[src/rtl/instr_decode_queue_if.sv]
`default_nettype none
// ============================================================================
// Module   : instr_decode_queue_if
// Brief    : Fetch-side and execute-side handshake bundle of instr_decode_queue.
//            ALU_W widens by 4 when DECODE_MEXT_EN is defined.
// Revision : 1.0 - initial release
// ============================================================================
interface instr_decode_queue_if #(
  parameter int XLEN  = 32,
  parameter int DEPTH = 2,
`ifdef DECODE_MEXT_EN
  parameter int ALU_W = 18,
`else
  parameter int ALU_W = 14,
`endif
  parameter int OPC_W = 11,
  parameter int EXC_W = 4
);
  localparam int CNT_W = $clog2(DEPTH) + 1;

  logic             in_valid_i;
  logic             in_ready_o;
  logic [31:0]      in_instr_i;
  logic [XLEN-1:0]  in_pc_i;
  logic [4:0]       rf_rs1_addr_o;
  logic [4:0]       rf_rs2_addr_o;
  logic             out_valid_o;
  logic             out_ready_i;
  logic [XLEN-1:0]  out_pc_o;
  logic [4:0]       out_rs1_o;
  logic [4:0]       out_rs2_o;
  logic [4:0]       out_rd_o;
  logic [2:0]       out_funct3_o;
  logic [XLEN-1:0]  out_imm_o;
  logic [ALU_W-1:0] out_alu_op_o;
  logic [OPC_W-1:0] out_opcode_o;
  logic [EXC_W-1:0] out_exc_o;
  logic             flush_i;
  logic [CNT_W-1:0] count_o;

  modport slave (
    input  in_valid_i, in_instr_i, in_pc_i, out_ready_i, flush_i,
    output in_ready_o, rf_rs1_addr_o, rf_rs2_addr_o, out_valid_o, out_pc_o,
           out_rs1_o, out_rs2_o, out_rd_o, out_funct3_o, out_imm_o,
           out_alu_op_o, out_opcode_o, out_exc_o, count_o
  );

  modport master (
    output in_valid_i, in_instr_i, in_pc_i, out_ready_i, flush_i,
    input  in_ready_o, rf_rs1_addr_o, rf_rs2_addr_o, out_valid_o, out_pc_o,
           out_rs1_o, out_rs2_o, out_rd_o, out_funct3_o, out_imm_o,
           out_alu_op_o, out_opcode_o, out_exc_o, count_o
  );
endinterface
`default_nettype wire

[src/rtl/instr_decode_queue.sv]
`default_nettype none
// ============================================================================
// Module   : instr_decode_queue
// Brief    : RV32I decode stage feeding a DEPTH-entry FIFO of decoded bundles
//            with valid/ready handshakes and flush. DECODE_MEXT_EN adds M-ext.
// Revision : 1.0 - initial release
// ============================================================================
module instr_decode_queue #(
  parameter int XLEN  = 32,
  parameter int DEPTH = 2,
`ifdef DECODE_MEXT_EN
  parameter int ALU_W = 18,
`else
  parameter int ALU_W = 14,
`endif
  parameter int OPC_W = 11,
  parameter int EXC_W = 4
) (
  input wire clk,
  input wire rst,
  instr_decode_queue_if.slave bus
);
  localparam int PTR_W = $clog2(DEPTH);
  localparam int CNT_W = PTR_W + 1;

  localparam int c_alu_add  = 0,  c_alu_sub  = 1,  c_alu_slt  = 2,  c_alu_sltu = 3;
  localparam int c_alu_xor  = 4,  c_alu_or   = 5,  c_alu_and  = 6,  c_alu_sll  = 7;
  localparam int c_alu_srl  = 8,  c_alu_sra  = 9,  c_alu_eq   = 10, c_alu_neq  = 11;
  localparam int c_alu_ge   = 12, c_alu_geu  = 13;
`ifdef DECODE_MEXT_EN
  localparam int c_alu_mul  = 14, c_alu_mulh = 15, c_alu_div  = 16, c_alu_rem  = 17;
`endif
  localparam int c_op_lui   = 0,  c_op_auipc = 1,  c_op_jal   = 2,  c_op_jalr  = 3;
  localparam int c_op_br    = 4,  c_op_load  = 5,  c_op_store = 6,  c_op_itype = 7;
  localparam int c_op_rtype = 8,  c_op_fence = 9,  c_op_sys   = 10;
  localparam int c_exc_ill  = 0,  c_exc_ecall = 1, c_exc_ebrk = 2,  c_exc_mret = 3;

  function automatic logic [ALU_W-1:0] f_alu(input logic [2:0] f3, input logic alt);
    f_alu = '0;
    case (f3)
      3'b000:  f_alu[alt ? c_alu_sub : c_alu_add] = 1'b1;
      3'b001:  f_alu[c_alu_sll]  = 1'b1;
      3'b010:  f_alu[c_alu_slt]  = 1'b1;
      3'b011:  f_alu[c_alu_sltu] = 1'b1;
      3'b100:  f_alu[c_alu_xor]  = 1'b1;
      3'b101:  f_alu[alt ? c_alu_sra : c_alu_srl] = 1'b1;
      3'b110:  f_alu[c_alu_or]   = 1'b1;
      default: f_alu[c_alu_and]  = 1'b1;
    endcase
  endfunction

  logic [31:0]      w_i;
  logic [2:0]       w_f3;
  logic [6:0]       w_f7;
  logic [31:0]      w_imm_i;
  logic [31:0]      w_imm32;
  logic [ALU_W-1:0] w_alu;
  logic [OPC_W-1:0] w_opc;
  logic [EXC_W-1:0] w_exc;

  assign w_i     = bus.in_instr_i;
  assign w_f3    = w_i[14:12];
  assign w_f7    = w_i[31:25];
  assign w_imm_i = {{20{w_i[31]}}, w_i[31:20]};

  always_comb begin
    w_alu = '0;
    w_alu[c_alu_add] = 1'b1;
    w_opc   = '0;
    w_exc   = '0;
    w_imm32 = '0;
    case (w_i[6:0])
      7'b0110111: begin w_opc[c_op_lui]   = 1'b1; w_imm32 = {w_i[31:12], 12'b0}; end
      7'b0010111: begin w_opc[c_op_auipc] = 1'b1; w_imm32 = {w_i[31:12], 12'b0}; end
      7'b1101111: begin
        w_opc[c_op_jal] = 1'b1;
        w_imm32 = {{12{w_i[31]}}, w_i[19:12], w_i[20], w_i[30:21], 1'b0};
      end
      7'b1100111: begin w_opc[c_op_jalr]  = 1'b1; w_imm32 = w_imm_i; end
      7'b1100011: begin
        w_opc[c_op_br] = 1'b1;
        w_imm32 = {{20{w_i[31]}}, w_i[7], w_i[30:25], w_i[11:8], 1'b0};
        w_alu = '0;
        case (w_f3)
          3'b000:  w_alu[c_alu_eq]   = 1'b1;
          3'b001:  w_alu[c_alu_neq]  = 1'b1;
          3'b100:  w_alu[c_alu_slt]  = 1'b1;
          3'b101:  w_alu[c_alu_ge]   = 1'b1;
          3'b110:  w_alu[c_alu_sltu] = 1'b1;
          3'b111:  w_alu[c_alu_geu]  = 1'b1;
          default: w_alu[c_alu_add]  = 1'b1;
        endcase
      end
      7'b0000011: begin w_opc[c_op_load]  = 1'b1; w_imm32 = w_imm_i; end
      7'b0100011: begin
        w_opc[c_op_store] = 1'b1;
        w_imm32 = {{20{w_i[31]}}, w_i[31:25], w_i[11:7]};
      end
      7'b0010011: begin
        w_opc[c_op_itype] = 1'b1;
        w_imm32 = w_imm_i;
        // addi never becomes sub; only the right shift honours bit 30
        w_alu = f_alu(w_f3, (w_f3 == 3'b101) && w_i[30]);
        if (w_f3[1:0] == 2'b01 && w_i[25]) w_exc[c_exc_ill] = 1'b1;
      end
      7'b0110011: begin
        w_opc[c_op_rtype] = 1'b1;
        if (w_f7 == 7'b0000000 ||
            (w_f7 == 7'b0100000 && (w_f3 == 3'b000 || w_f3 == 3'b101)))
          w_alu = f_alu(w_f3, w_f7[5]);
`ifdef DECODE_MEXT_EN
        else if (w_f7 == 7'b0000001) begin
          w_alu = '0;
          case (w_f3)
            3'b000:                 w_alu[c_alu_mul]  = 1'b1;
            3'b001, 3'b010, 3'b011: w_alu[c_alu_mulh] = 1'b1;
            3'b100, 3'b101:         w_alu[c_alu_div]  = 1'b1;
            default:                w_alu[c_alu_rem]  = 1'b1;
          endcase
        end
`endif
        else
          w_exc[c_exc_ill] = 1'b1;
      end
      7'b0001111: begin w_opc[c_op_fence] = 1'b1; w_imm32 = w_imm_i; end
      7'b1110011: begin
        w_opc[c_op_sys] = 1'b1;
        w_imm32 = w_f3[2] ? {27'b0, w_i[19:15]} : w_imm_i;
        if (w_f3 == 3'b000) begin
          case (w_i[21:20])
            2'b00:   w_exc[c_exc_ecall] = 1'b1;
            2'b01:   w_exc[c_exc_ebrk]  = 1'b1;
            2'b10:   w_exc[c_exc_mret]  = 1'b1;
            default: ;
          endcase
        end
      end
      default: w_exc[c_exc_ill] = 1'b1;
    endcase
  end

  logic [XLEN-1:0]  r_pc  [DEPTH];
  logic [4:0]       r_rs1 [DEPTH];
  logic [4:0]       r_rs2 [DEPTH];
  logic [4:0]       r_rd  [DEPTH];
  logic [2:0]       r_f3  [DEPTH];
  logic [XLEN-1:0]  r_imm [DEPTH];
  logic [ALU_W-1:0] r_alu [DEPTH];
  logic [OPC_W-1:0] r_opc [DEPTH];
  logic [EXC_W-1:0] r_exc [DEPTH];
  logic [PTR_W-1:0] r_wr_ptr;
  logic [PTR_W-1:0] r_rd_ptr;
  logic [CNT_W-1:0] r_count;

  logic w_in_ready;
  logic w_out_valid;
  logic w_push;
  logic w_pop;

  assign w_in_ready  = (r_count < CNT_W'(DEPTH));
  assign w_out_valid = (r_count != '0);
  assign w_push      = bus.in_valid_i & w_in_ready & ~bus.flush_i;
  assign w_pop       = w_out_valid & bus.out_ready_i & ~bus.flush_i;

  always_ff @(posedge clk) begin
    if (rst) begin
      r_wr_ptr <= '0;
      r_rd_ptr <= '0;
      r_count  <= '0;
      for (int k = 0; k < DEPTH; k++) begin
        r_pc[k]  <= '0;
        r_rs1[k] <= '0;
        r_rs2[k] <= '0;
        r_rd[k]  <= '0;
        r_f3[k]  <= '0;
        r_imm[k] <= '0;
        r_alu[k] <= '0;
        r_opc[k] <= '0;
        r_exc[k] <= '0;
      end
    end else if (bus.flush_i) begin
      r_wr_ptr <= '0;
      r_rd_ptr <= '0;
      r_count  <= '0;
    end else begin
      if (w_push) begin
        r_pc[r_wr_ptr]  <= bus.in_pc_i;
        r_rs1[r_wr_ptr] <= w_i[19:15];
        r_rs2[r_wr_ptr] <= w_i[24:20];
        r_rd[r_wr_ptr]  <= w_i[11:7];
        r_f3[r_wr_ptr]  <= w_f3;
        r_imm[r_wr_ptr] <= XLEN'($signed(w_imm32));
        r_alu[r_wr_ptr] <= w_alu;
        r_opc[r_wr_ptr] <= w_opc;
        r_exc[r_wr_ptr] <= w_exc;
        r_wr_ptr        <= r_wr_ptr + PTR_W'(1);
      end
      if (w_pop) r_rd_ptr <= r_rd_ptr + PTR_W'(1);
      case ({w_push, w_pop})
        2'b10:   r_count <= r_count + CNT_W'(1);
        2'b01:   r_count <= r_count - CNT_W'(1);
        default: ;
      endcase
    end
  end

  assign bus.in_ready_o    = w_in_ready;
  assign bus.out_valid_o   = w_out_valid;
  assign bus.count_o       = r_count;
  assign bus.rf_rs1_addr_o = w_i[19:15];
  assign bus.rf_rs2_addr_o = w_i[24:20];
  assign bus.out_pc_o      = r_pc[r_rd_ptr];
  assign bus.out_rs1_o     = r_rs1[r_rd_ptr];
  assign bus.out_rs2_o     = r_rs2[r_rd_ptr];
  assign bus.out_rd_o      = r_rd[r_rd_ptr];
  assign bus.out_funct3_o  = r_f3[r_rd_ptr];
  assign bus.out_imm_o     = r_imm[r_rd_ptr];
  assign bus.out_alu_op_o  = r_alu[r_rd_ptr];
  assign bus.out_opcode_o  = r_opc[r_rd_ptr];
  assign bus.out_exc_o     = r_exc[r_rd_ptr];
endmodule
`default_nettype wire

[src/flat_wrapper.sv]
// flat-port wrapper written by rule: the top's interface ports become plain ports
module instr_decode_queue_flat 
#(
  parameter int XLEN  = 32,
  parameter int DEPTH = 2,

  parameter int ALU_W = 14,

  parameter int OPC_W = 11,
  parameter int EXC_W = 4
)
  (clk, rst, bus_in_valid_i, bus_in_instr_i, bus_in_pc_i, bus_out_ready_i, bus_flush_i, bus_in_ready_o, bus_rf_rs1_addr_o, bus_rf_rs2_addr_o, bus_out_valid_o, bus_out_pc_o, bus_out_rs1_o, bus_out_rs2_o, bus_out_rd_o, bus_out_funct3_o, bus_out_imm_o, bus_out_alu_op_o, bus_out_opcode_o, bus_out_exc_o, bus_count_o);
  instr_decode_queue_if #(.XLEN(XLEN), .DEPTH(DEPTH), .ALU_W(ALU_W), .OPC_W(OPC_W), .EXC_W(EXC_W)) bus_i ();
  input wire clk;
  input wire rst;
  input wire logic [$bits(bus_i.in_valid_i)-1:0] bus_in_valid_i;
  input wire logic [$bits(bus_i.in_instr_i)-1:0] bus_in_instr_i;
  input wire logic [$bits(bus_i.in_pc_i)-1:0] bus_in_pc_i;
  input wire logic [$bits(bus_i.out_ready_i)-1:0] bus_out_ready_i;
  input wire logic [$bits(bus_i.flush_i)-1:0] bus_flush_i;
  output wire logic [$bits(bus_i.in_ready_o)-1:0] bus_in_ready_o;
  output wire logic [$bits(bus_i.rf_rs1_addr_o)-1:0] bus_rf_rs1_addr_o;
  output wire logic [$bits(bus_i.rf_rs2_addr_o)-1:0] bus_rf_rs2_addr_o;
  output wire logic [$bits(bus_i.out_valid_o)-1:0] bus_out_valid_o;
  output wire logic [$bits(bus_i.out_pc_o)-1:0] bus_out_pc_o;
  output wire logic [$bits(bus_i.out_rs1_o)-1:0] bus_out_rs1_o;
  output wire logic [$bits(bus_i.out_rs2_o)-1:0] bus_out_rs2_o;
  output wire logic [$bits(bus_i.out_rd_o)-1:0] bus_out_rd_o;
  output wire logic [$bits(bus_i.out_funct3_o)-1:0] bus_out_funct3_o;
  output wire logic [$bits(bus_i.out_imm_o)-1:0] bus_out_imm_o;
  output wire logic [$bits(bus_i.out_alu_op_o)-1:0] bus_out_alu_op_o;
  output wire logic [$bits(bus_i.out_opcode_o)-1:0] bus_out_opcode_o;
  output wire logic [$bits(bus_i.out_exc_o)-1:0] bus_out_exc_o;
  output wire logic [$bits(bus_i.count_o)-1:0] bus_count_o;
  assign bus_i.in_valid_i = bus_in_valid_i;
  assign bus_i.in_instr_i = bus_in_instr_i;
  assign bus_i.in_pc_i = bus_in_pc_i;
  assign bus_i.out_ready_i = bus_out_ready_i;
  assign bus_i.flush_i = bus_flush_i;
  assign bus_in_ready_o = bus_i.in_ready_o;
  assign bus_rf_rs1_addr_o = bus_i.rf_rs1_addr_o;
  assign bus_rf_rs2_addr_o = bus_i.rf_rs2_addr_o;
  assign bus_out_valid_o = bus_i.out_valid_o;
  assign bus_out_pc_o = bus_i.out_pc_o;
  assign bus_out_rs1_o = bus_i.out_rs1_o;
  assign bus_out_rs2_o = bus_i.out_rs2_o;
  assign bus_out_rd_o = bus_i.out_rd_o;
  assign bus_out_funct3_o = bus_i.out_funct3_o;
  assign bus_out_imm_o = bus_i.out_imm_o;
  assign bus_out_alu_op_o = bus_i.out_alu_op_o;
  assign bus_out_opcode_o = bus_i.out_opcode_o;
  assign bus_out_exc_o = bus_i.out_exc_o;
  assign bus_count_o = bus_i.count_o;
  instr_decode_queue #(.XLEN(XLEN), .DEPTH(DEPTH), .ALU_W(ALU_W), .OPC_W(OPC_W), .EXC_W(EXC_W)) u_core (.clk(clk), .rst(rst), .bus(bus_i));
endmodule
[config.mk]
export PLATFORM = sky130hd
export DESIGN_NAME = instr_decode_queue_flat
export DESIGN_NICKNAME = d
export VERILOG_FILES = /design/src/rtl/instr_decode_queue_if.sv /design/src/rtl/instr_decode_queue.sv /design/src/flat_wrapper.sv
export SDC_FILE = /design/constraint.sdc
export NUM_CORES = 1
export LEC_CHECK = 0
export ABC_AREA = 1
export CORE_ASPECT_RATIO = 0.7
export CORE_MARGIN = 1.5
export CORE_UTILIZATION = 55
export CTS_BUF_LIST = sky130_fd_sc_hd__clkbuf_16
export CTS_CLUSTER_DIAMETER = 30
export DETAILED_ROUTE_END_ITERATION = 8
export DONT_BUFFER_PORTS = 1
export PLACE_DENSITY = 0.81
export SYNTH_ARGS = -nofsm -noshare
export SYNTH_HDL_FRONTEND = slang
export SYNTH_SLANG_ARGS = --single-unit
[constraint.sdc]
create_clock -name clk -period 6.7 [get_ports clk]
set_clock_uncertainty 0.15 [all_clocks]
set_input_delay 2.01 -clock clk [delete_from_list [all_inputs] [get_ports clk]]
set_output_delay 2.01 -clock clk [all_outputs]
set_load 0.02 [all_outputs]
======== Yosys cells after proc, flatten, opt, wreduce, memory -nomap -nowiden ========
Memory sizes are Yosys's and may differ from the RTL's. A register that Yosys moved wholly into a read port is not among the register bits.
Index checks and enable logic that the tools add are counted.
word-level totals
  flip-flop bits (word level) ............. 4
  bits in latches ......................... 0
  bits in writable memories ............... 222
  memory bits (read-only) ................. 0
  input port bits ......................... 69
  memories kept ........................... 9
cells by class
  add/sub/neg operators ................... 4
  multiply operators ...................... 0
  div/mod/pow operators ................... 0
  order comparisons ....................... 9
  equal/unequal tests ..................... 24
  shift-type cells ........................ 0
  muxes and demuxes ....................... 110
  bitwise logic cells ..................... 5
  reductions and logical operators ........ 29
memories
  memory           depth  width  rd ports  clocked after memory_dff  wr ports  line                       RTL
  u_core.r_imm     2      32     1         1                         2         instr_decode_queue.sv:147  logic [XLEN-1:0] r_imm [DEPTH];
  u_core.r_pc      2      32     1         1                         2         instr_decode_queue.sv:142  logic [XLEN-1:0] r_pc [DEPTH];
  u_core.r_alu     2      14     1         1                         2         instr_decode_queue.sv:148  logic [ALU_W-1:0] r_alu [DEPTH];
  u_core.r_opc     2      11     1         1                         2         instr_decode_queue.sv:149  logic [OPC_W-1:0] r_opc [DEPTH];
  u_core.r_rd      2      5      1         1                         2         instr_decode_queue.sv:145  logic [4:0] r_rd [DEPTH];
  u_core.r_rs1     2      5      1         1                         2         instr_decode_queue.sv:143  logic [4:0] r_rs1 [DEPTH];
  3 more memories  --     --     --        --                        --        --
operators by type and width
  cell                                                                number
  case mux 32 bit (6 select lines)                                    1
  greater-or-equal comparator 32 x 1 -> 1 bit, second input constant  4
  < comparator 32 x 6 -> 1 bit, second input constant                 4
  two-way mux 32 bit                                                  3
  two-way mux 1 bit                                                   73
  OR reduction 32 bit                                                 2
  case mux 14 bit (3 select lines)                                    1
  case mux 1 bit (3 select lines)                                     13
  == test 7 x 6 -> 1 bit, second input constant                       4
  == test 7 bit, second input constant                                4
  two-way mux 14 bit                                                  2
  case mux 6 bit (2 select lines)                                     2
  OR reduction 5 bit                                                  4
  demux 1 bit (select 4 bit)                                          4
  two-way mux 5 bit                                                   3
  == test 7 x 5 -> 1 bit, second input constant                       2
  OR reduction 14 bit                                                 1
  == test 3 bit, second input constant                                4
  case mux 2 bit (2 select lines)                                     3
  two-way mux 11 bit                                                  1
  OR reduction 11 bit                                                 1
  two-way mux 3 bit                                                   3
  OR reduction 9 bit                                                  1
  OR reduction 4 bit                                                  2
  22 further kinds                                                    39

======== Depth between registers and ports, before layout ========
Gate-level depths: netlist (run 1).
  word-level depth ........................ 10
  depth in mapped cells ................... 11

======== Least setup slack after synthesis (run 1) ========
Ideal clock, no wire load.
  kind .................................... input to register
  from .................................... in bus_flush_i
  to ...................................... mem u_core.r_alu[0][0] (enable)
  setup time .............................. 998 ps
  arrival time ............................ 4682 ps
  data required time ...................... 5552 ps
  setup slack ............................. 870 ps
  cell stages on the path ................. 7
  path through ............................ nor2_1 nand2_1 nor2_1 nand2_1 clkbuf_1 clkbuf_1 nand2_1
RTL lines
  item         line                       RTL
  from (decl)  flat_wrapper.sv:20         input wire logic [$bits(bus_i.flush_i)-1:0] bus_flush_i;
  to (decl)    instr_decode_queue.sv:148

==> impl_metrics.json, run 1 <==
{
  "cts_buffers": 39,
  "global_route_wire_length_before_repair_um": 36700,
  "post_cts.resized_instances": 0,
  "ioPinCount": 194,
  "globalRouteMet3Util_pct": 9.70,
  "number_of_buffers_on_the_longest_clock_path": 3,
  "netlist_area_sq_um": 10700,
  "dp_hpwl_um": 15300,
  "syn_avg_cell_area_sq_um": 11.0,
  "initial_core_util_pct": 56.4,
  "clock_tree.root_cell": "clkbuf_16",
  "power.net_switching_w": 0.000860,
  "fin_crit_sh_pct": 69.1,
  "worst_setup_path_end_kind": "output port",
  "wire_per_inst_um": 18.8,
  "groute.usage.overall_pct": 23.8,
  "peakVddDrop_mv": 0.207,
  "cts.sinks": 227,
  "design.die.area_sq_um": 20300,
  "grt_start_max_net_pins": 84,
  "detail_route.wirelength_um": 23700,
  "share_of_synthesized_cell_area_in_full_adder_half_adder_and_majority_cells_pct": 0.117,
  "worst_setup_hold_path_clk_slew_ps": 50,
  "switching_share_pct": 22.5,
  "flow.area_growth_from_synthesis_pct": 13.9,
  "ys_seq_elements": 227,
  "clkPwrFrac_pct": 51.4,
  "timing.critical_path.cells": "buf_4 -> mux2_2",
  "antenna_violations_before_repair": 0,
  "cts_hold_repair.buffers": 0,
  "chipWidth_um": 170,
  "simple_gate_portion_of_the_synthesized_area_pct": 16.3,
  "maxSlewHeadroom_pct": 21.5,
  "yosysSeqAreaShare_pct": 63.2,
  "synth_warnings": 0,
  "worst_setup_path_start_kind": "flip-flop",
  "via_count_of_the_first_global_routing_pass": 6667,
  "cp_max_fo": 60,
  "timing_hold_violations_final": 0,
  "synthMuxAreaShare_pct": 11.7,
  "timing.fmax_mhz": 216,
  "grt_use_met2_pct": 35.0,
  "via_count": 6873,
  "comb_power_share_pct": 5.6,
  "hold_class": "reg2reg",
  "synth-compound-area-share_pct": 1.26,
  "post_synthesis_cells": 974,
  "main_combinational_cell_family_by_area_after_synthesis": "simple AND/OR/NAND/NOR gates",
  "report.final.slew_viol_count": 0,
  "synth.lib_cells_used.distinct": 27,
  "final_core_utilization_pct": 64.2,
  "fp.dieH_um": 120,
  "cellPowerDensity_nw_per_um2": 314,
  "tritoncts": "yes",
  "worstSkewPairLatency_ps": 510,
  "critPathRequiredTime_ps": 4540,
  "number_of_inserted_diodes": 0,
  "row_count": 42,
  "post_route_cells_drive_above_1_share_pct": 20.3,
  "grt_use_met1_pct": 32.7,
  "synth_xor_area_share_pct": 0,
  "leakagePower_nw": 5.16,
  "slowest_delay_ps": 900,
  "synthesis.nets": 1044,
  "internal-power_w": 0.00297,
  "critPathKind": "reg2out",
  "timing.setup.tns_ps": 0,
  "cts_setup_buffers": 0,
  "gpl.final_weighted_congestion": 0.833,
  "finish.net_count": 1040,
  "drtIter0Drc": 662,
  "maxCapViolCount": 0,
  "fp.coreArea_sq_um": 19000,
  "gr-total-overflow": 0,
  "fillers": 1457,
  "gr-max-usage-layer": "met2",
  "drc": 0,
  "status": "completed",
  "portBuffers": 0,
  "worstPathArrival_ps": 2470,
  "rsz0062_at_grt": "no",
  "final_setup_violating_endpoints": 0,
  "firstDrtPassIters": 5,
  "worst_slew_pin_slew_ps": 1180,
  "power.share.sequential_pct": 43.0,
  "timing.final.crit_period_ps": 4630,
  "crit_path_top_delay_cell": "dfxtp_4",
  "route.detailed.vias_per_inst": 5.44,
  "route.antenna.remaining_nets": 0,
  "htree_levels": 2
}
[stage by stage]
stage	std cells	area [sq um]	hold slack, ps	total power [W]	worst slack (ps)
global placement	1193	10900	303	0.00188	2290
global route	1263	12200	367	0.00394	1930
CTS	1263	12200	329	0.00385	2030
detailed placement	1193	10900	320	0.00189	2240
finish	1263	12200	324	0.00383	2070
floorplan	974	10700	292	0.00185	870
[sequential cells by signal, summed over array words and instances (netlist names), named ones only]
register            cells
u_core.r_rd            10
u_core.r_f3             6
u_core.r_imm           64
u_core.r_rd_ptr         1
u_core.r_opc           22
u_core.r_pc            64
u_core.r_rs1           10
u_core.r_rs2           10
u_core.r_wr_ptr         1
u_core.r_alu           28
u_core.r_exc            8
u_core.bus.count_o      2
[worst max-delay path, delay by kind of cell (launching register included)]
kind,cells,cell delay (ps)
flip-flops,1,900
buffers and inverters,1,510
multiplexers,1,470
[area by class of cell]
cell class	count	area (sq um)	area share (%)
multi-input combinational	555	3170	26.0
clock buffer	40	1000	8.21
tap	264	330	2.71
sequential	227	6770	55.5
inverter	139	522	4.28
clock inverter	30	323	2.65
timing repair buffer	8	72.6	0.595
[path summary, 6_finish.rpt]
check	start	end	slack, ps	cells past startpoint
max	flip-flop	bus_out_opcode_o[5]	2070	2
min	u_core.r_wr_ptr	u_core.r_wr_ptr	320	2
min reg2reg	u_core.r_wr_ptr	u_core.r_wr_ptr	320	2
max reg2reg	u_core.bus.count_o[1]	u_core.r_rd[1][0]	3690	9
[routing by layer]
metal / routed length (um) / part of all wire, %
met1: 9910 / 42
met5: 0 / 0
met3: 2700 / 11
met2: 10600 / 45
met4: 503 / 2.1
[cell usage after synthesis (all sizes together)]
library cell  number  area share, %
a21oi             16           0.75
buf               30            1.7
clkbuf            23           0.81
dfxtp              5           0.94
edfxtp           222             62
ha                 1           0.12
inv              139            4.9
mux2             111             12
nand2            136            4.8
nand3             42            2.0
nand3b             1          0.070
nand4             25            1.6
nor2             206            7.4
nor3               5           0.34
o211ai             1          0.070
o21ai              8           0.37
o21bai             1          0.070
or2                2           0.12
[layout by cell type, fill, tap and decap left out]
cell / count
or2_2: 2
nor2_1: 201
nand2_4: 3
inv_1: 138
a21oi_1: 16
clkinv_4: 6
buf_4: 7
clkbuf_16: 40
clkinv_1: 3
buf_12: 1
o211ai_1: 1
dfxtp_4: 1
ha_1: 1
o21bai_1: 1
edfxtp_1: 222
clkinvlp_4: 4
nand4_1: 24
clkinv_8: 1
o21ai_0: 8
nand4_4: 1
bufinv_16: 5
clkinv_2: 5
dfxtp_1: 4
nor3_1: 4
inv_6: 3
inv_2: 4
mux2_2: 111
nor3_4: 1
nand3_1: 41
nand2_2: 2
nor2_4: 1
nand3b_1: 1
nand2_1: 131
nor2_2: 4
nand3_2: 1
[power by group through the flow]
stage / clock network (W) / registers [W] / logic [W]
finish: 0.00197 / 0.00164 / 0.000214
global route: 0.00206 / 0.00165 / 0.000230
CTS: 0.00199 / 0.00165 / 0.000217
detailed placement: 0 / 0.00167 / 0.000216
global placement: 0 / 0.00167 / 0.000213
floorplan: 0 / 0.00167 / 0.000181
[logic make-up (layout without fill, tap and decap cells)]
logic type / count (synthesis) / after routing
AO/OA/AOI/OAI: 26 / 26
adder cells (fa/ha/maj): 1 / 1
buffers and inverters: 192 / 217
flip-flops: 227 / 227
multiplexers: 111 / 111
AND/OR/NAND/NOR: 417 / 417
No activity file was read; power rests on OpenSTA's default activity.
==> run 2: changes to the inputs <==
--- a/config.mk
+++ b/config.mk
@@ -13,7 +13,7 @@
 export CTS_CLUSTER_DIAMETER = 30
 export DETAILED_ROUTE_END_ITERATION = 8
 export DONT_BUFFER_PORTS = 1
-export PLACE_DENSITY = 0.81
+export PLACE_DENSITY = 0.84
 export SYNTH_ARGS = -nofsm -noshare
 export SYNTH_HDL_FRONTEND = slang
 export SYNTH_SLANG_ARGS = --single-unit
==> constraint.sdc (replaced) <==
create_clock -name clk -period 4.1 [get_ports clk]
set_clock_uncertainty 0.15 [all_clocks]
set_input_delay 1.23 -clock clk [delete_from_list [all_inputs] [get_ports clk]]
set_output_delay 1.23 -clock clk [all_outputs]
set_load 0.02 [all_outputs]
==> run 2 against run 1 <==
First-iteration DRC count rose by 31%; register-to-register slack got worse by 2000 ps; largest power group unchanged; sequential power rose by 64%; global-route usage rose by 0.59 points; count of clock-buffer cells in the layout rose by 1; critical path type unchanged; power rose by 63%; critical path depth did not move; final area rose by 0.65%.
==> impl_metrics.json, run 2 (synthesis gave the netlist of run 1 again) <==
{
  "status": "completed",
  "fp.dieH_um": 120,
  "dp_hpwl_um": 16200,
  "slowest_delay_ps": 690,
  "worstPathArrival_ps": 2080,
  "initial_core_util_pct": 56.4,
  "firstDrtPassIters": 6,
  "critPathRequiredTime_ps": 2720,
  "report.final.slew_viol_count": 0,
  "cts.sinks": 227,
  "drtIter0Drc": 870,
  "gr-total-overflow": 0,
  "timing.rr.start": "u_core.bus.count_o[1]",
  "timing_hold_violations_final": 0,
  "worst_setup_hold_path_clk_slew_ps": 50,
  "via_count": 7090,
  "post_route_cells_drive_above_1_share_pct": 20.6,
  "post_cts.resized_instances": 0,
  "number_of_buffers_on_the_longest_clock_path": 3,
  "htree_levels": 2,
  "cts_hold_repair.buffers": 0,
  "fp.coreArea_sq_um": 19000,
  "portBuffers": 0,
  "route.detailed.vias_per_inst": 5.58,
  "cts_setup_buffers": 0,
  "grt_start_max_net_pins": 77,
  "fin_crit_sh_pct": 84.3,
  "final_common_cell": "edfxtp_1",
  "sequential_cell_area_sq_um": 6770,
  "timing.final.crit_period_ps": 3460,
  "groute.usage.overall_pct": 24.4,
  "maxCapViolCount": 0,
  "critPathKind": "reg2out",
  "row_count": 42,
  "crit_path_top_delay_cell": "dfxtp_4",
  "fillers": 1404,
  "cellPowerDensity_nw_per_um2": 509,
  "drc": 0,
  "worst_setup_path_end_kind": "output port",
  "route.antenna.remaining_nets": 0,
  "timing.setup.tns_ps": 0,
  "global_route_wire_length_before_repair_um": 37400,
  "timing.critical_path.cells": "buf_4 -> mux2_2",
  "design.die.area_sq_um": 20300,
  "cts_buffers": 38,
  "number_of_inserted_diodes": 0,
  "hold_class": "reg2reg",
  "via_count_of_the_first_global_routing_pass": 6967,
  "detail_route.wirelength_um": 24700,
  "leakagePower_nw": 5.20,
  "cp_max_fo": 36,
  "finish.net_count": 1048,
  "timing.critical_path.max_delay_family": "flip-flops",
  "timing.reg2reg.setup_slack_ps": 1670,
  "largest_registers": "u_core.r_imm: 64 flops, u_core.r_pc: 64 flops, u_core.r_alu: 28 flops",
  "ioPinCount": 194,
  "maxSlewHeadroom_pct": 46.3,
  "min_from": "u_core.r_wr_ptr",
  "most-common-layout-cells": "edfxtp_1 (222), nor2_1 (201), inv_1 (137)",
  "tritoncts": "yes",
  "rsz0062_at_grt": "no",
  "path_buf_inv": 1,
  "gpl.final_weighted_congestion": 0.924,
  "multi_input_area_sq_um": 3170,
  "worst_setup_path_start_kind": "flip-flop",
  "report.power.total_w": 0.00624,
  "chipWidth_um": 170,
  "worstSkewPairLatency_ps": 510,
  "wire_per_inst_um": 19.4,
  "peakVddDrop_mv": 0.304,
  "antenna_violations_before_repair": 0,
  "timing.fmax_mhz": 289,
  "final_core_utilization_pct": 64.7,
  "clock_tree.root_cell": "clkbuf_16",
  "worst_slew_pin_slew_ps": 805,
  "final_setup_violating_endpoints": 0,
  "flow.area_growth_from_synthesis_pct": 14.6
}
[run 2: cell count changes in the layout (fill, tap and decap cells not counted)]
cell,previous run,this run
inv_1,138,137
clkinv_1,3,8
clkinv_4,6,4
inv_6,3,1
clkinvlp_4,4,5
buf_12,1,3
clkinv_8,1,0
clkinv_2,5,3
buf_4,7,14
clkbuf_16,40,41
[run 2: per-layer routing]
layer / wire, um / GRT usage (%) / up-vias
met5: 0 / 0 / -
met2: 11400 / 38.0 / 424
met4: 554 / 8.57 / 0
li1: - / - / 3252
met1: 9730 / 31.9 / 3358
met3: 2990 / 8.58 / 56
[run 2: worst min-delay path: stages, from the launching register on]
cell	delay (ps)
dfxtp_1	300
inv_1	60
a21oi_1	60
[run 2: layout make-up]
cell class / count / area share, %
Clock inverter: 28 / 2.32
Inverter: 139 / 4.25
Sequential cell: 227 / 55.2
Timing Repair Buffer: 17 / 1.35
Clock buffer: 41 / 8.36
Multi-Input combinational cell: 555 / 25.8
Tap cell: 264 / 2.69
[run 2: final timing paths]
| check | depth (start not counted) | to |
|---|---|---|
| setup / recovery | 2 | bus_out_exc_o[3] |
| hold / removal | 2 | u_core.r_wr_ptr |
| setup reg to reg | 9 | u_core.r_pc[1][15] |
| hold reg to reg | 2 | u_core.r_wr_ptr |
[run 2: per-stage QoR]
step           hold WS [ps]  cell area, sq um  worst slack (ps)  cells
6_report                318             12300               642   1271
5_1_grt                 338             12300               563   1271
4_1_cts                 322             12300               615   1271
3_5_place_dp            315             11000               999   1202
3_3_place_gp            297             11000              1080   1202
2_1_floorplan           292             10700               160    974
[run 2: report_power, final]
| part | total (W) | internal (W) | leakage (nW) | switching [W] |
|---|---|---|---|---|
| Combinational | 0.000359 | 0.0000910 | 2.22 | 0.000268 |
| Sequential | 0.00269 | 0.00266 | 2.34 | 0.0000293 |
| Clock | 0.00319 | 0.00212 | 0.633 | 0.00107 |
| Total | 0.00624 | 0.00487 | 5.20 | 0.00137 |
==> run 3: changes to the inputs <==
--- a/config.mk
+++ b/config.mk
@@ -13,7 +13,7 @@
 export CTS_CLUSTER_DIAMETER = 30
 export DETAILED_ROUTE_END_ITERATION = 8
 export DONT_BUFFER_PORTS = 1
-export PLACE_DENSITY = 0.84
+export PLACE_DENSITY = 0.81
 export SYNTH_ARGS = -nofsm -noshare
 export SYNTH_HDL_FRONTEND = slang
 export SYNTH_SLANG_ARGS = --single-unit
==> constraint.sdc (replaced) <==
create_clock -name clk -period 3.25 [get_ports clk]
set_clock_uncertainty 0.15 [all_clocks]
set_input_delay 0.975 -clock clk [delete_from_list [all_inputs] [get_ports clk]]
set_output_delay 0.975 -clock clk [all_outputs]
set_load 0.02 [all_outputs]
==> run 3 against run 2 <==
Utilization grew 0.82 points; final area increased by 1.3%; highest routed layer unchanged; combinational power grew 31%; critical path depth is the same; largest power group unchanged.
==> impl_metrics.json, run 3 (synthesis gave the netlist of run 1 again) <==
{
  "portBuffers": 0,
  "via_count_of_the_first_global_routing_pass": 6883,
  "report.power.total_w": 0.00793,
  "final_critical_path_setup_slack_ps": 333,
  "worstPathArrival_ps": 1790,
  "worst_setup_path_start_kind": "flip-flop",
  "gr-total-overflow": 0,
  "timing.final.crit_period_ps": 2920,
  "min_from": "u_core.r_rd_ptr",
  "design.die.area_sq_um": 20300,
  "row_count": 42,
  "rsz0062_at_grt": "no",
  "timing.hold.ws_ps": 317,
  "worst_slew_pin_slew_ps": 624,
  "grt_start_max_net_pins": 83,
  "timing.reg2reg.setup_slack_ps": 1070,
  "maxSlewHeadroom_pct": 58.3,
  "hold_depth": 2,
  "initial_core_util_pct": 56.4,
  "via_count": 7018,
  "post_route_cells_drive_above_1_share_pct": 21.1,
  "number_of_inserted_diodes": 0,
  "status": "completed",
  "clock_tree.root_cell": "clkbuf_16",
  "peakVddDrop_mv": 0.419,
  "route.antenna.remaining_nets": 0,
  "leakagePower_nw": 5.26,
  "dp_hpwl_um": 16300,
  "cp_max_fo": 16,
  "fillers": 1413,
  "fp.coreArea_sq_um": 19000,
  "worstRegToRegCells": 9,
  "hold_class": "reg2reg",
  "critPathKind": "reg2out",
  "pre_cts_ws_ps": 429,
  "timing.fmax_mhz": 343,
  "finish.net_count": 1051,
  "tritoncts": "yes",
  "cellPowerDensity_nw_per_um2": 638,
  "htree_levels": 2,
  "firstDrtPassIters": 5,
  "timing.critical_path.cells": "buf_4 -> mux2_2",
  "drtIter0Drc": 682,
  "final_core_utilization_pct": 65.5,
  "cts_buffers": 38,
  "most-common-layout-cells": "edfxtp_1 (222), nor2_1 (201), inv_1 (137)",
  "report.final.slew_viol_count": 0,
  "cts.sinks": 227,
  "drc": 0,
  "fp.dieH_um": 120,
  "sequential_cell_area_sq_um": 6770,
  "worst_setup_path_end_kind": "output port",
  "largest_registers": "u_core.r_imm: 64 flops, u_core.r_pc: 64 flops, u_core.r_alu: 28 flops",
  "detail_route.wirelength_um": 24700,
  "timing.setup.tns_ps": 0,
  "cts_hold_repair.buffers": 0,
  "regToRegEndpoint": "u_core.r_alu[1][12]",
  "number_of_buffers_on_the_longest_clock_path": 3,
  "final_setup_violating_endpoints": 0,
  "slowest_delay_ps": 520,
  "worstSkewPairLatency_ps": 500,
  "multi_input_area_sq_um": 3170,
  "worst_setup_hold_path_clk_slew_ps": 50,
  "gpl.final_weighted_congestion": 0.904,
  "ioPinCount": 194,
  "fin_crit_sh_pct": 89.8,
  "wire_per_inst_um": 19.4,
  "groute.usage.overall_pct": 24.4,
  "maxCapViolCount": 0,
  "chipWidth_um": 170,
  "critPathRequiredTime_ps": 2120,
  "post_cts.resized_instances": 0,
  "timing.rr.start": "u_core.bus.count_o[1]",
  "antenna_violations_before_repair": 0,
  "route.detailed.vias_per_inst": 5.51,
  "flow.area_growth_from_synthesis_pct": 16.1,
  "crit_path_top_delay_cell": "dfxtp_4",
  "final_common_cell": "edfxtp_1",
  "global_route_wire_length_before_repair_um": 37400,
  "timing_hold_violations_final": 0,
  "cts_setup_buffers": 0
}
run 3: cell types whose count changed in the layout (fill, tap and decap cells not counted), moves of 2 or more:
cell,delta
clkinv_8,+2
clkinv_4,-2
clkinv_1,-3
clkbuf_16,-3
buf_12,+10
inv_6,+4
buf_4,-7
run 3: critical path, delay by kind of cell (launching register included):
family | cells | cell delay (ps)
buf+inv | 1 | 320
flops | 1 | 520
mux | 1 | 450
run 3: cell type report:
type | count | share of cell area, %
clock buffer | 38 | 7.66
clock inverter | 31 | 2.95
inverter | 139 | 4.20
multi-input combinational | 555 | 25.5
sequential | 227 | 54.5
tap | 264 | 2.66
timing repair buffer | 20 | 2.52
run 3: per-stage QoR:
stage / std cells / instance area, sq um
global route: 1274 / 12400
global placement: 1205 / 11100
CTS: 1274 / 12400
detailed placement: 1205 / 11100
floorplan: 974 / 10700
finish: 1274 / 12400
run 3: worst max-delay path by stage:
stage | from | to | slack, ps | cells after the start
6_report | flip-flop | bus_out_rs2_o[4] | 330 | 2
4_1_cts | flip-flop | bus_out_rs2_o[4] | 310 | 2
2_1_floorplan | bus_flush_i | u_core.r_alu[1][0] | 40 | 5
3_5_place_dp | bus_in_instr_i[1] | u_core.r_imm[0][16] | 430 | 9
3_3_place_gp | bus_in_instr_i[1] | u_core.r_imm[0][18] | 520 | 9
5_1_grt | flip-flop | bus_out_rs2_o[4] | 270 | 2
run 3: routing by layer:
layer	vias up	track usage, %	part of all wire, %
met5	-	0	0
met4	0	7.58	1.9
met3	42	8.71	12
met2	359	37.2	45
met1	3354	32.8	42
li1	3263	-	-
run 3: where the power goes:
part,switching (W),total (W),leakage (nW),internal [W]
Sequential,0.0000355,0.00339,2.34,0.00335
Combinational,0.000342,0.000469,2.29,0.000127
Clock,0.00142,0.00407,0.631,0.00265
Total,0.00180,0.00793,5.26,0.00613
